$ cat config.mk
export PLATFORM = sky130hd
export DESIGN_NAME = xor_vector_sequencer
export DESIGN_NICKNAME = d
export VERILOG_FILES = /design/src/rtl/xor_vector_sequencer.sv
export SDC_FILE = /design/constraint.sdc
export NUM_CORES = 1
export LEC_CHECK = 0
export CELL_PAD_IN_SITES_DETAIL_PLACEMENT = 0
export CELL_PAD_IN_SITES_GLOBAL_PLACEMENT = 1
export CORE_ASPECT_RATIO = 1.25
export CORE_MARGIN = 2
export CORE_UTILIZATION = 30
export DETAILED_ROUTE_END_ITERATION = 12
export GPL_ROUTABILITY_DRIVEN = 0
export PLACE_DENSITY = 0.73
export SYNTH_ARGS = -nofsm -noshare
export SYNTH_HDL_FRONTEND = slang
export SYNTH_SLANG_ARGS = --single-unit
$ cat constraint.sdc
create_clock -name clk -period 2.2 [get_ports clk]
set_input_delay 0.33 -clock clk [delete_from_list [all_inputs] [get_ports clk]]
set_output_delay 0.33 -clock clk [all_outputs]
set_load 0.1 [all_outputs]
$ cat src/rtl/xor_vector_sequencer.sv
// Steps a 3-input gate through all eight input vectors, holds each for a
// programmable settle time, samples the gate output and grades it against EXPECT.
module xor_vector_sequencer #(
    parameter int         SETTLE_CYCLES = 2,
    parameter logic [7:0] EXPECT        = 8'h96
) (
    input  logic       clk,
    input  logic       reset_n,
    input  logic       start,
    input  logic       abort,
    input  logic       Output,
    output logic       i1,
    output logic       i2,
    output logic       i3,
    output logic       busy,
    output logic       done,
    output logic       pass,
    output logic [7:0] captured,
    output logic [3:0] mismatch_count,
    output logic [2:0] first_fail,
    output logic       fail_valid
);

    typedef enum logic [1:0] {
        S_IDLE   = 2'd0,
        S_SETTLE = 2'd1,
        S_SAMPLE = 2'd2,
        S_DONE   = 2'd3
    } state_t;

    localparam logic [3:0] SC_LOAD = 4'(SETTLE_CYCLES - 1);

    state_t     state;
    state_t     state_next;
    logic [2:0] vec;
    logic [2:0] vec_next;
    logic [3:0] sc;
    logic [3:0] sc_next;
    logic       accept;
    logic       sample_en;
    logic       finish;
    logic       sample_miss;

    // Handshake: start is a level request honoured only in IDLE when abort is
    // low; abort is honoured in every other state and wins over any sample.

    always_ff @(posedge clk or negedge reset_n) begin
        if (!reset_n) begin
            state <= S_IDLE;
            vec   <= 3'd0;
            sc    <= 4'd0;
        end else begin
            state <= state_next;
            vec   <= vec_next;
            sc    <= sc_next;
        end
    end

    always_comb begin
        state_next = state;
        vec_next   = vec;
        sc_next    = sc;
        accept     = 1'b0;
        sample_en  = 1'b0;
        finish     = 1'b0;
        case (state)
            S_IDLE: begin
                if (start && !abort) begin
                    state_next = S_SETTLE;
                    vec_next   = 3'd0;
                    sc_next    = SC_LOAD;
                    accept     = 1'b1;
                end
            end
            S_SETTLE: begin
                if (sc == 4'd0) begin
                    state_next = S_SAMPLE;
                end else begin
                    sc_next = sc - 4'd1;
                end
            end
            S_SAMPLE: begin
                sample_en = 1'b1;
                if (vec == 3'd7) begin
                    state_next = S_DONE;
                end else begin
                    vec_next   = vec + 3'd1;
                    sc_next    = SC_LOAD;
                    state_next = S_SETTLE;
                end
            end
            S_DONE: begin
                finish     = 1'b1;
                state_next = S_IDLE;
                vec_next   = 3'd0;
            end
            default: begin
                state_next = S_IDLE;
                vec_next   = 3'd0;
            end
        endcase

        // Abort overrides whatever the active state decided above.
        if (state != S_IDLE && abort) begin
            state_next = S_IDLE;
            vec_next   = 3'd0;
            sc_next    = 4'd0;
            sample_en  = 1'b0;
            finish     = 1'b0;
        end
    end

    assign sample_miss = (Output != EXPECT[vec]);

    always_ff @(posedge clk or negedge reset_n) begin
        if (!reset_n) begin
            busy           <= 1'b0;
            done           <= 1'b0;
            pass           <= 1'b0;
            captured       <= 8'h00;
            mismatch_count <= 4'd0;
            first_fail     <= 3'd0;
            fail_valid     <= 1'b0;
        end else begin
            busy <= (state_next != S_IDLE);
            done <= (state_next == S_DONE);
            if (accept) begin
                pass           <= 1'b0;
                captured       <= 8'h00;
                mismatch_count <= 4'd0;
                first_fail     <= 3'd0;
                fail_valid     <= 1'b0;
            end
            if (sample_en) begin
                captured[vec] <= Output;
                if (sample_miss) begin
                    mismatch_count <= mismatch_count + 4'd1;
                    if (!fail_valid) begin
                        first_fail <= vec;
                        fail_valid <= 1'b1;
                    end
                end
            end
            // Count already includes the final sample by the time DONE is left.
            if (finish) begin
                pass <= (mismatch_count == 4'd0);
            end
        end
    end

    assign i1 = vec[0];
    assign i2 = vec[1];
    assign i3 = vec[2];

endmodule
# After elaboration in Yosys (flattened, before gate mapping)
# Memories as Yosys holds them, arrays and structs flattened.
# Cells that the tools add are included.
[totals]
output_inout_bits = 22
rom_bits = 8
ff_bits = 28
n_memories = 1
inputBits = 5
word_cells = 78
[classes]
n_eq_ne = 9
n_lt_le_gt_ge = 2
mux = 39
addsub = 3
n_reduce_logical = 14
[memory_table]
columns = ["memory", "words", "word_bits", "read_ports", "rd_clocked_by_memory_dff", "wr", "line_no", "text"]
rows = [
  ["(name not given)", 8, 1, 1, 0, 0, "113", "assign sample_miss = (Output != EXPECT[vec]);"],
]
[op_table]
columns = ["cell", "count"]
rows = [
  ["$mux 4", 7],
  ["$mux 3", 7],
  ["$mux 8", 2],
  ["$mux 1", 14],
  ["$pmux 4 s3", 1],
  ["$ne 3x3->1 const B", 3],
  ["$pmux 3 s3", 1],
  ["$bwmux 8", 1],
  ["$logic_not 4->1", 2],
  ["$mux 2", 4],
  ["$pmux 2 s4", 1],
  ["$reduce_bool 4->1", 2],
  ["$eq 2x2->1 const B", 3],
  ["$reduce_bool 2->1", 3],
  ["$add 4x1->4 const B", 1],
  ["$lt 3x4->1 const B", 1],
  ["$reduce_and 4->1", 1],
  ["$sub 4x1->4 const B", 1],
  ["$add 3x1->3 const B", 1],
  ["$demux 1 s3", 1],
  ["$eq 3x3->1 const B", 1],
  ["$ge 3x1->1 const B", 1],
  ["$logic_and 1x1->1", 3],
  ["$reduce_and 3->1", 1],
  ["other kinds (4)", 4],
]

# Depth between registers and ports, before layout
# Gate-level depths: netlist of run 1.
[logic_depth]
word_depth = 8
depth_mapped = 7
depth_no_buf = 6

# Least setup slack after synthesis of run 1
# Ideal clock, no wire load.
[synth_path]
path_type = "flip-flop to flip-flop"
startpoint = "register vec[0]"
endpoint = "register vec[0]"
setup_time_ns = 0.126
stages_incl_launch_ff = 7
required_time_ns = 2.074
n_path_buf = 0
t_arrival_ns = 2.184
setup_slack_ns = -0.110
period_less_slack_ns = 2.310
path_cell_list = "dfrtp_1 -> ha_1 -> ha_1 -> nand2_1 -> nor2_1 -> a221oi_4 -> mux2_2"
[synth_via]
elab_chain_cells = 4
word_cells_on_any_way = 7
cone_classes = "add/sub (1); eq/ne (2); mux (3); reduce/logical (1)"
[synth_rtl]
columns = ["element", "line_no", "text"]
rows = [
  ["start: declaration", "35", "logic [2:0] vec;"],
  ["start signal: assignment", "54", "vec <= vec_next;"],
  ["$add 3x1->3", "87", "vec_next = vec + 3'd1;"],
  ["$mux 3", "84", "if (vec == 3'd7) begin"],
  ["$pmux 3 s3", "66", "case (state)"],
  ["$mux 3", "104", "if (state != S_IDLE && abort) begin"],
]
# Several ways; a longest one is shown, not always the timed one. The select of a mux whose other input is x is not followed.
# A chain may end at the register's enable or synchronous reset.

# Worst setup path after layout of run 1
[layout_path]
startpoint = "register state[0]"
endpoint = "register vec[0]"
[layout_via]
elab_chain_cells = 4
word_cells_on_any_way = 11
cone_classes = "eq/ne (4); mux (2); reduce/logical (5)"
[layout_rtl]
columns = ["element", "line_no", "text"]
rows = [
  ["start: declaration", "33", "state_t state;"],
  ["start signal: assignment", "53", "state <= state_next;"],
  ["$reduce_bool 2->1", "104", ""],
  ["$logic_and 1x1->1", "104", ""],
  ["$ne 3x3->1 (no source line) or $reduce_bool 4->1 (tied branches)", "n/a", ""],
  ["$reduce_and 3->1 (no source line)", "n/a", ""],
]
# Several ways; a longest one is shown, not always the timed one.

==> impl_metrics.toml, run 1 <==
[sta]
period_needed_ns = 1.884
tns_ns = 0
whs_ns = 0.4390
hold_viol = 0
slew_headroom = 0.7516
skew_ns = 0.009473
report.final.slew_viol_count = 0
rsz0062_at_grt = "false"
clock.fmax_mhz = 530.8
tightest_slew_ns = 0.3725
setup_viol = 0
min_period_over_period = 0.8563

[clocking]
clk_pin_slew_ns = 0.10
worstSkewPairLatency_ns = 0.27
holdBufCountCts = 0
clk_root_buffer_cell = "clkbuf_8"
cts-buffers-inserted = 3
cts_resized = 0
htreeDepth = 1
cts_tree = "built"
cts_setup_buffers = 0
cts_buffer_depth = 2
clock-sinks = 28

[route]
vias = 1229
drc_errors = 0
vias_per_cell = 4.801
drt_first_iter_violations = 77
wl_per_cell_um = 13.81
first_pass_iters = 4
routed_wl_um = 3536
drtAntennaViolNets = 0

[synthesis]
syn_nets = 177
synth_flop_cell = "dfrtp_1"
synth_cell_types = 47
synth_area_sq_um = 1670
synth_top_area_frac = 0.4195
ys_async_sr_fraction = 1.000
syn_avg_cell_area_sq_um = 10.31
ys_seq_elements = 28
yosysTopAreaCell = "dfrtp_1"
synth_warnings = 0
ys_seq_area_frac = 0.4195
syn-instance-count = 162
synth_edf_count = 0
synth_area_leaders = "dfrtp_1 42%, mux2i_1 7.8%, ha_1 7.5%"

[critical_path]
endpoint = "vec[0]"
path_buf_inv = 2
slowest_delay_ns = 0.49
cp-startpoint = "state[0]"
r2r_setup_slack_ns = 0.32
crit_type = "reg2reg"
arrival_ns = 2.05
cp_slowest_cell = "dfrtp_1"
critical-path-top-delay-family = "flip-flops"
worst_r2r_endpoint = "vec[0]"
cp-start-kind = "flip-flop"
cp_max_fo = 9
worst-path-stages = 5
r2r_cells = 5
critPathRequiredTime_ns = 2.37
path_cells = "inv_1 > ha_1 > buf_4 > a221oi_4 > mux2_2"
worstSetupEndpointType = "flip-flop"
reg2reg_from = "state[0]"

[layout]
fin_nets = 208
area_delta_synth_final_pct = 20.82
antenna_cells = 0
drive_gt1_frac = 0.2344

[place]
port_buffers = 26
dpl.hpwl_um = 2639

[worst_hold_path]
hold_path.class = "in2async"

[power_and_ir_drop]
power_density_nw_per_um2 = 1325
p_leak_uw = 0.0009708
ir_drop_mv = 0.4761

[floorplan]
io_pins = 27
die-height_um = 87.43
coreArea_sq_um = 5405
dieArea_sq_um = 6184
num_rows = 30
start_util = 0.3090
die_x_um = 70.74

[global_routing]
antenna_found_initial = 0
grt_max_degree = 29
overflow = 0
grt_pass1_wl_um = 6161
grt_pass1_vias = 1272
track_usage = 0.1242

[status]
status = "finished clean"

[job]
cap_violations = 0
==> per-layer routing <==
metal,part of all wire,vias to the layer above,track usage,routed length (um)
met3,0.022,2,0.01852,79
met5,0,-,0,0
met1,0.46,579,0.1577,1612
li1,-,633,-,-
met2,0.51,15,0.2209,1805
met4,0.011,0,0.03087,38
==> through the flow <==
| step | cell area (sq um) | setup slack, ns | instances | util | power, uW |
|---|---|---|---|---|---|
| 2_1_floorplan | 1673 | 0.03921 | 162 | - | 2006 |
| 3_3_place_gp | 1963 | 0.2364 | 252 | 0.3632 | 2366 |
| 3_5_place_dp | 1963 | 0.2103 | 252 | 0.3632 | 2368 |
| 4_1_cts | 2018 | 0.3085 | 256 | 0.3734 | 2699 |
| 5_1_grt | 2018 | 0.1639 | 256 | 0.3734 | 2858 |
| 6_report | 2018 | 0.3162 | 256 | 0.3734 | 2675 |
==> cell usage in the layout (no fill, tap or decap), types with 2 or more instances in the layout <==
cell type,netlist,layout
clkdlybuf4s50_1,0,4
or3_1,2,2
clkbuf_8,0,4
a31oi_1,3,3
o22ai_1,3,3
nand3_1,10,10
a21o_1,2,2
ha_1,10,10
nor2b_1,3,3
nor2_1,5,5
o21ai_0,5,5
o31ai_1,2,2
dfrtp_1,28,26
buf_4,3,29
a221oi_1,2,2
nand4_1,3,3
dfrtp_2,0,2
nand2_1,20,20
nor3_1,2,2
nand4b_1,2,2
a21oi_1,2,2
o211ai_1,2,2
inv_1,13,13
mux2i_1,13,13
==> cells in the mapped netlist, drive strengths merged, types with 2 or more instances <==
cell type and n:
a221oi 3, nand2b 2, o211ai 2, mux2 2, or3 2, nor3 3
inv 13, nand4b 2, dfrtp 28, o22ai 3, a21o 2, nand4 3
nor3b 2, nor2 6, a31oi 3, o21ai 7, nor2b 3, mux2i 13
a21oi 2, buf 6, ha 10, nand2 20, o31ai 2, nand3 11
==> sequential cells by signal, summed over array words and instances, names as in the netlist <==
signal,flops
busy,1
done,1
first_fail,3
captured,8
vec,3
state,2
pass,1
mismatch_count,4
sc,4
fail_valid,1
==> cells by family (layout without fill, tap and decap cells) <==
family,after synthesis,in the layout,synth area share
simple gates,61,61,0.2158
flops,28,28,0.4195
compound gates,26,26,0.1184
buf+inv,20,50,0.05768
mux,15,15,0.09363
fa+ha+maj,10,10,0.07491
xor+xnor,2,2,0.02022
==> report_power, final <==
group / switching [uW] / leakage (uW) / internal (uW)
combinational: 1070 / 0.000564 / 511
clock: 160 / 0.0000288 / 160
sequential: 136 / 0.000378 / 638
total: 1370 / 0.000971 / 1310
==> worst register-to-register path, cell delays in order, from the launching register on <==
cell	delay, ns
dfrtp_1	0.49
inv_1	0.11
ha_1	0.27
buf_4	0.19
a221oi_4	0.35
mux2_2	0.37
==> cell type report <==
class | instances | area [sq um]
repair buffers | 33 | 257.7
fillers | 566 | 3387
clock buffers | 4 | 55.05
well taps | 64 | 80.08
inverters | 13 | 48.80
flip-flops and latches | 28 | 703.2
multi-input cells | 114 | 873.3
==> worst min-delay path by stage <==
stage	start	to	slack, ns	depth (start not counted)
3_5_place_dp	captured[5]	captured[5]	0.50	2
5_1_grt	reset_n	captured[6]	0.47	2
6_report	reset_n	sc[3]	0.44	2
2_1_floorplan	reset_n	busy	0.03	0
3_3_place_gp	captured[5]	captured[5]	0.49	2
4_1_cts	reset_n	captured[3]	0.45	2
Power figures use the tool's default switching activity.
==> run 2, diff against run 1 <==
- clock period: 2.2 -> 2.11 ns (I/O delays scaled with it)
==> impl_metrics.toml, run 2 (synthesis gave the netlist of run 1 again) <==
[clocking]
worstSkewPairLatency_ns = 0.27
cts_setup_buffers = 0
holdBufCountCts = 0
cts_tree = "built"
clk_root_buffer_cell = "clkbuf_8"
clock-sinks = 28
htreeDepth = 1
cts_resized = 0
cts_buffer_depth = 2
cts-buffers-inserted = 3
clk_pin_slew_ns = 0.09

[power_and_ir_drop]
combPwrFrac = 0.596
switching_share = 0.5153
p_leak_uw = 0.0009721
ir_drop_mv = 0.5725
p_clk_frac = 0.109
power_switching_uw = 1425
seq_power_share = 0.295
internal-power_uw = 1340
power_density_nw_per_um2 = 1366

[sta]
hold_viol = 0
tns_ns = 0
min_period_over_period = 0.8513
clock.fmax_mhz = 556.7
rsz0062_at_grt = "false"
report.final.slew_viol_count = 0
setup_viol = 0
slew_headroom = 0.7495
setup_ws_ns = 0.3138
whs_ns = 0.4180
skew_ns = 0.003344
tightest_slew_ns = 0.3750
period_needed_ns = 1.796

[floorplan]
die-height_um = 87.43
dieArea_sq_um = 6184
io_pins = 27
num_rows = 30
start_util = 0.3090
coreArea_sq_um = 5405
die_x_um = 70.74

[critical_path]
path_cells = "ha_1 > ha_1 > nand2_1 > nor2_1 > a221oi_4 > mux2_2"
critPathMostFrequentCell = "ha_1"
worstSetupEndpointType = "flip-flop"
cp_slowest_cell = "dfrtp_2"
slowest_delay_ns = 0.49
critPathRequiredTime_ns = 2.28
arrival_ns = 1.96
crit_type = "reg2reg"
cp_max_fo = 9
cp-start-kind = "flip-flop"

[route]
vias = 1281
first_pass_iters = 6
drt_first_iter_violations = 72
drc_errors = 0
wl_per_cell_um = 13.68
drtAntennaViolNets = 0
vias_per_cell = 4.965
routed_wl_um = 3529

[global_routing]
grt_pass1_wl_um = 6078
overflow = 0
track_usage = 0.1216
grt_pass1_vias = 1287
antenna_found_initial = 0
grt_max_degree = 29

[layout]
area_delta_synth_final_pct = 21.20
top_register = "captured"
fillers = 572
reg_top3 = "captured x8, mismatch_count x4, sc x4"
drive_gt1_frac = 0.2423
antenna_cells = 0
mostFrequentLayoutCells = "31 x buf_4, 25 x dfrtp_1, 20 x nand2_1"
final_common_cell = "buf_4"
multi_input_area_sq_um = 873.3
final-seq-area_sq_um = 704.4
largest_reg_flops = 8
fin_nets = 210

[place]
port_buffers = 26
dp_slack_ns = 0.1143
dpl.hpwl_um = 2684

[status]
status = "finished clean"

[job]
cap_violations = 0

[worst_hold_path]
hold_path.class = "in2async"
-- run 2: changes by cell type in the layout (fill, tap and decap cells not counted), sizes merged --
cell,change
buf,+2
-- run 2: worst max-delay path, delay by kind of cell (launching register included) --
family          cells  cell delay, ns
mux                 1            0.37
fa+ha+maj           2            0.40
flops               1            0.49
simple gates        2            0.15
compound gates      1            0.28
-- run 2: path summary, 6_finish.rpt --
path                                   from  depth (start not counted)  slack [ns]           to
worst max-delay path                 vec[0]                          6        0.31       vec[0]
worst min-delay path                reset_n                          2        0.42        sc[0]
worst max register to register       vec[0]                          6        0.31       vec[0]
worst min register to register  captured[5]                          2        0.51  captured[5]
max in group asynchronous           reset_n                          2        1.41       vec[0]
min in group clk                captured[5]                          2        0.51  captured[5]
-- run 2: per-stage QoR --
step	cell area, sq um	total power, uW	std cells	utilization
after CTS	2024	2778	258	0.3745
final	2024	2765	258	0.3745
after detailed placement	1979	2478	254	0.3662
after floorplan	1674	2092	162	-
after global routing	2024	2945	258	0.3745
after global placement	1979	2472	254	0.3662
-- run 2: power by group through the flow --
stage	clock [uW]	combinational, uW	sequential, uW
finish	302	1650	815
global route	334	1770	841
CTS	307	1650	817
detailed placement	0	1650	827
floorplan	0	751	1340
global placement	0	1640	829
-- run 2: cell type report --
| type | instances | share of cell area |
|---|---|---|
| clock buffers | 4 | 0.02225 |
| inverters | 13 | 0.02410 |
| multi-input cells | 114 | 0.4314 |
| flip-flops and latches | 28 | 0.3480 |
| well taps | 64 | 0.03956 |
| repair buffers | 35 | 0.1347 |
-- run 2: layer usage --
metal  track usage  routed length [um]
met2        0.2201                1821
met3       0.01968                  98
met1        0.1477                1566
met5             0                   0
met4       0.03602                  42
==> RTL change: new RTL, flow settings as in run 2 <==
Encoding of `state_t`: now one-hot (4 bits for 4 states).
--- a/src/rtl/xor_vector_sequencer.sv
+++ b/src/rtl/xor_vector_sequencer.sv
@@ -21,11 +21,11 @@
     output logic       fail_valid
 );
 
-    typedef enum logic [1:0] {
-        S_IDLE   = 2'd0,
-        S_SETTLE = 2'd1,
-        S_SAMPLE = 2'd2,
-        S_DONE   = 2'd3
+    typedef enum logic [3:0] {
+        S_IDLE   = 4'b0001,
+        S_SETTLE = 4'b0010,
+        S_SAMPLE = 4'b0100,
+        S_DONE   = 4'b1000
     } state_t;
 
     localparam logic [3:0] SC_LOAD = 4'(SETTLE_CYCLES - 1);
Check against the original RTL: no difference found for any inputs over 10 cycles, from zero or initial values and one cycle with reset_n low; not proved beyond that.
==> RTL change against run 2 <==
Fmax shrank 5.4%; setup slack got worse by 0.10 ns; synthesized area up 1.9%; clock skew rose by 0.0013 ns; utilization rose by 1.5 points; wire length up 7.5%; sequential cell count grew 2; design area increased by 4.8%; critical path type unchanged; largest cell class unchanged; highest routed layer unchanged.
Power is not compared: it rests on default switching activity, and its combinational part moved more than twofold at a synthesized area within 25%.
==> RTL change: results (changes against run 2) <==
run status=completed (unchanged); layout cells sized above 1=27.3% (was 24.2%); worst-path cell with the longest stage delay=dfrtp_4 (was dfrtp_2); Via density=4.91 (was 4.97); syn_nets=174 (was 177); Distinct cells, synth=48 (was 47); fin nets=208 (was 210); DR WL/cell=14.5 um (was 13.7 um); crit-path max cell delay=0.47 ns (was 0.49 ns); crit path max fanout=5 (was 9); Pre-Repair DR Iteration Count=4 (was 6); largest net degree at the start of global routing=31 (was 29); initial drt markers=116 (was 72); register area share after synthesis=44.2% (was 41.9%); DP HPWL=2.64 mm (was 2.68 mm); Rel. slew slack=70.0% (was 74.9%); CTS Buf Count=5 (was 3); pre-CTS worst setup slack=0.0916 ns (was 0.114 ns); Commonest cells post-synth=dfrtp_1 (29), nand2_1 (26), mux2i_1 (12) (was dfrtp_1 (28), nand2_1 (20), inv_1 (13), mux2i_1 (13)); GRT Total Usage=13.5% (was 12.2%); first-pass GRT wire length=6.51 mm (was 6.08 mm); Placed Instance Area=0.00203 mm^2 (was 0.00198 mm^2); VDD IR max=0.000354 V; Clock Skews=0.00466 ns (was 0.00334 ns); Setup Fix Bufs, Post-CTS=0 (unchanged); H-tree depth=2 (was 1); # fillers=534 (was 572); n_diodes=0 (unchanged); critical path arrival=2.06 ns (was 1.96 ns); register clock-pin slew on the reported worst setup and hold paths=0.07 ns (was 0.09 ns)
-- RTL change: layer usage --
metal	global-route usage [%]	wire [um]	share of wire [%]	vias up
met5	0	0	0	-
met4	5.49	57	1.5	0
met3	3.80	129	3.4	4
met2	22.6	1920	50	22
met1	16.4	1690	45	615
li1	-	-	-	646
-- RTL change: logic make-up (layout without fill, tap and decap cells) --
logic type,Yosys count,count (layout),share of synthesized area (%)
XOR/XNOR,2,2,1.84
AND/OR/NAND/NOR,71,71,26.2
buffers and inverters,16,51,4.34
flip-flops,30,30,44.2
multiplexers,14,14,8.60
adder cells (fa/ha/maj),6,6,4.41
AO/OA/AOI/OAI,24,24,10.4
-- RTL change: worst paths after layout --
check                                  start           endpoint  slack (ns)  depth (start not counted)
max                                   vec[0]              sc[1]        0.21                          6
min                                  reset_n               busy        0.43                          2
max reg2reg                           vec[0]              sc[1]        0.21                          6
min reg2reg                mismatch_count[3]  mismatch_count[3]        0.51                          1
max in group asynchronous            reset_n             vec[0]        1.36                          2
min in group clk           mismatch_count[3]  mismatch_count[3]        0.51                          1
-- RTL change: power by group --
| group | total [mW] | internal [mW] | leakage, nW | switching (mW) |
|---|---|---|---|---|
| clock | 0.485 | 0.263 | 0.0482 | 0.222 |
| sequential | 0.607 | 0.587 | 0.405 | 0.0199 |
| combinational | 0.176 | 0.0737 | 0.539 | 0.103 |
-- RTL change: cell type report --
class,count,area [um^2],share of cell area [%]
clock inverters,1,5.00,0.236
flip-flops and latches,30,758,35.8
repair buffers,35,285,13.5
inverters,8,30.0,1.42
clock buffers,7,86.3,4.07
multi-input cells,117,876,41.3
well taps,64,80.1,3.78
-- RTL change: through the flow --
stage / std cells / power, mW
2_1_floorplan: 163 / 0.735
3_3_place_gp: 254 / 0.795
3_5_place_dp: 254 / 0.795
4_1_cts: 262 / 1.29
5_1_grt: 262 / 1.33
6_report: 262 / 1.27
-- RTL change: critical path: cells and delay by family (launching register included) --
family | cells | cell delay (ns)
AO/OA/AOI/OAI | 1 | 0.11
flip-flops | 1 | 0.47
multiplexers | 1 | 0.33
AND/OR/NAND/NOR | 2 | 0.48
adder cells (fa/ha/maj) | 2 | 0.39
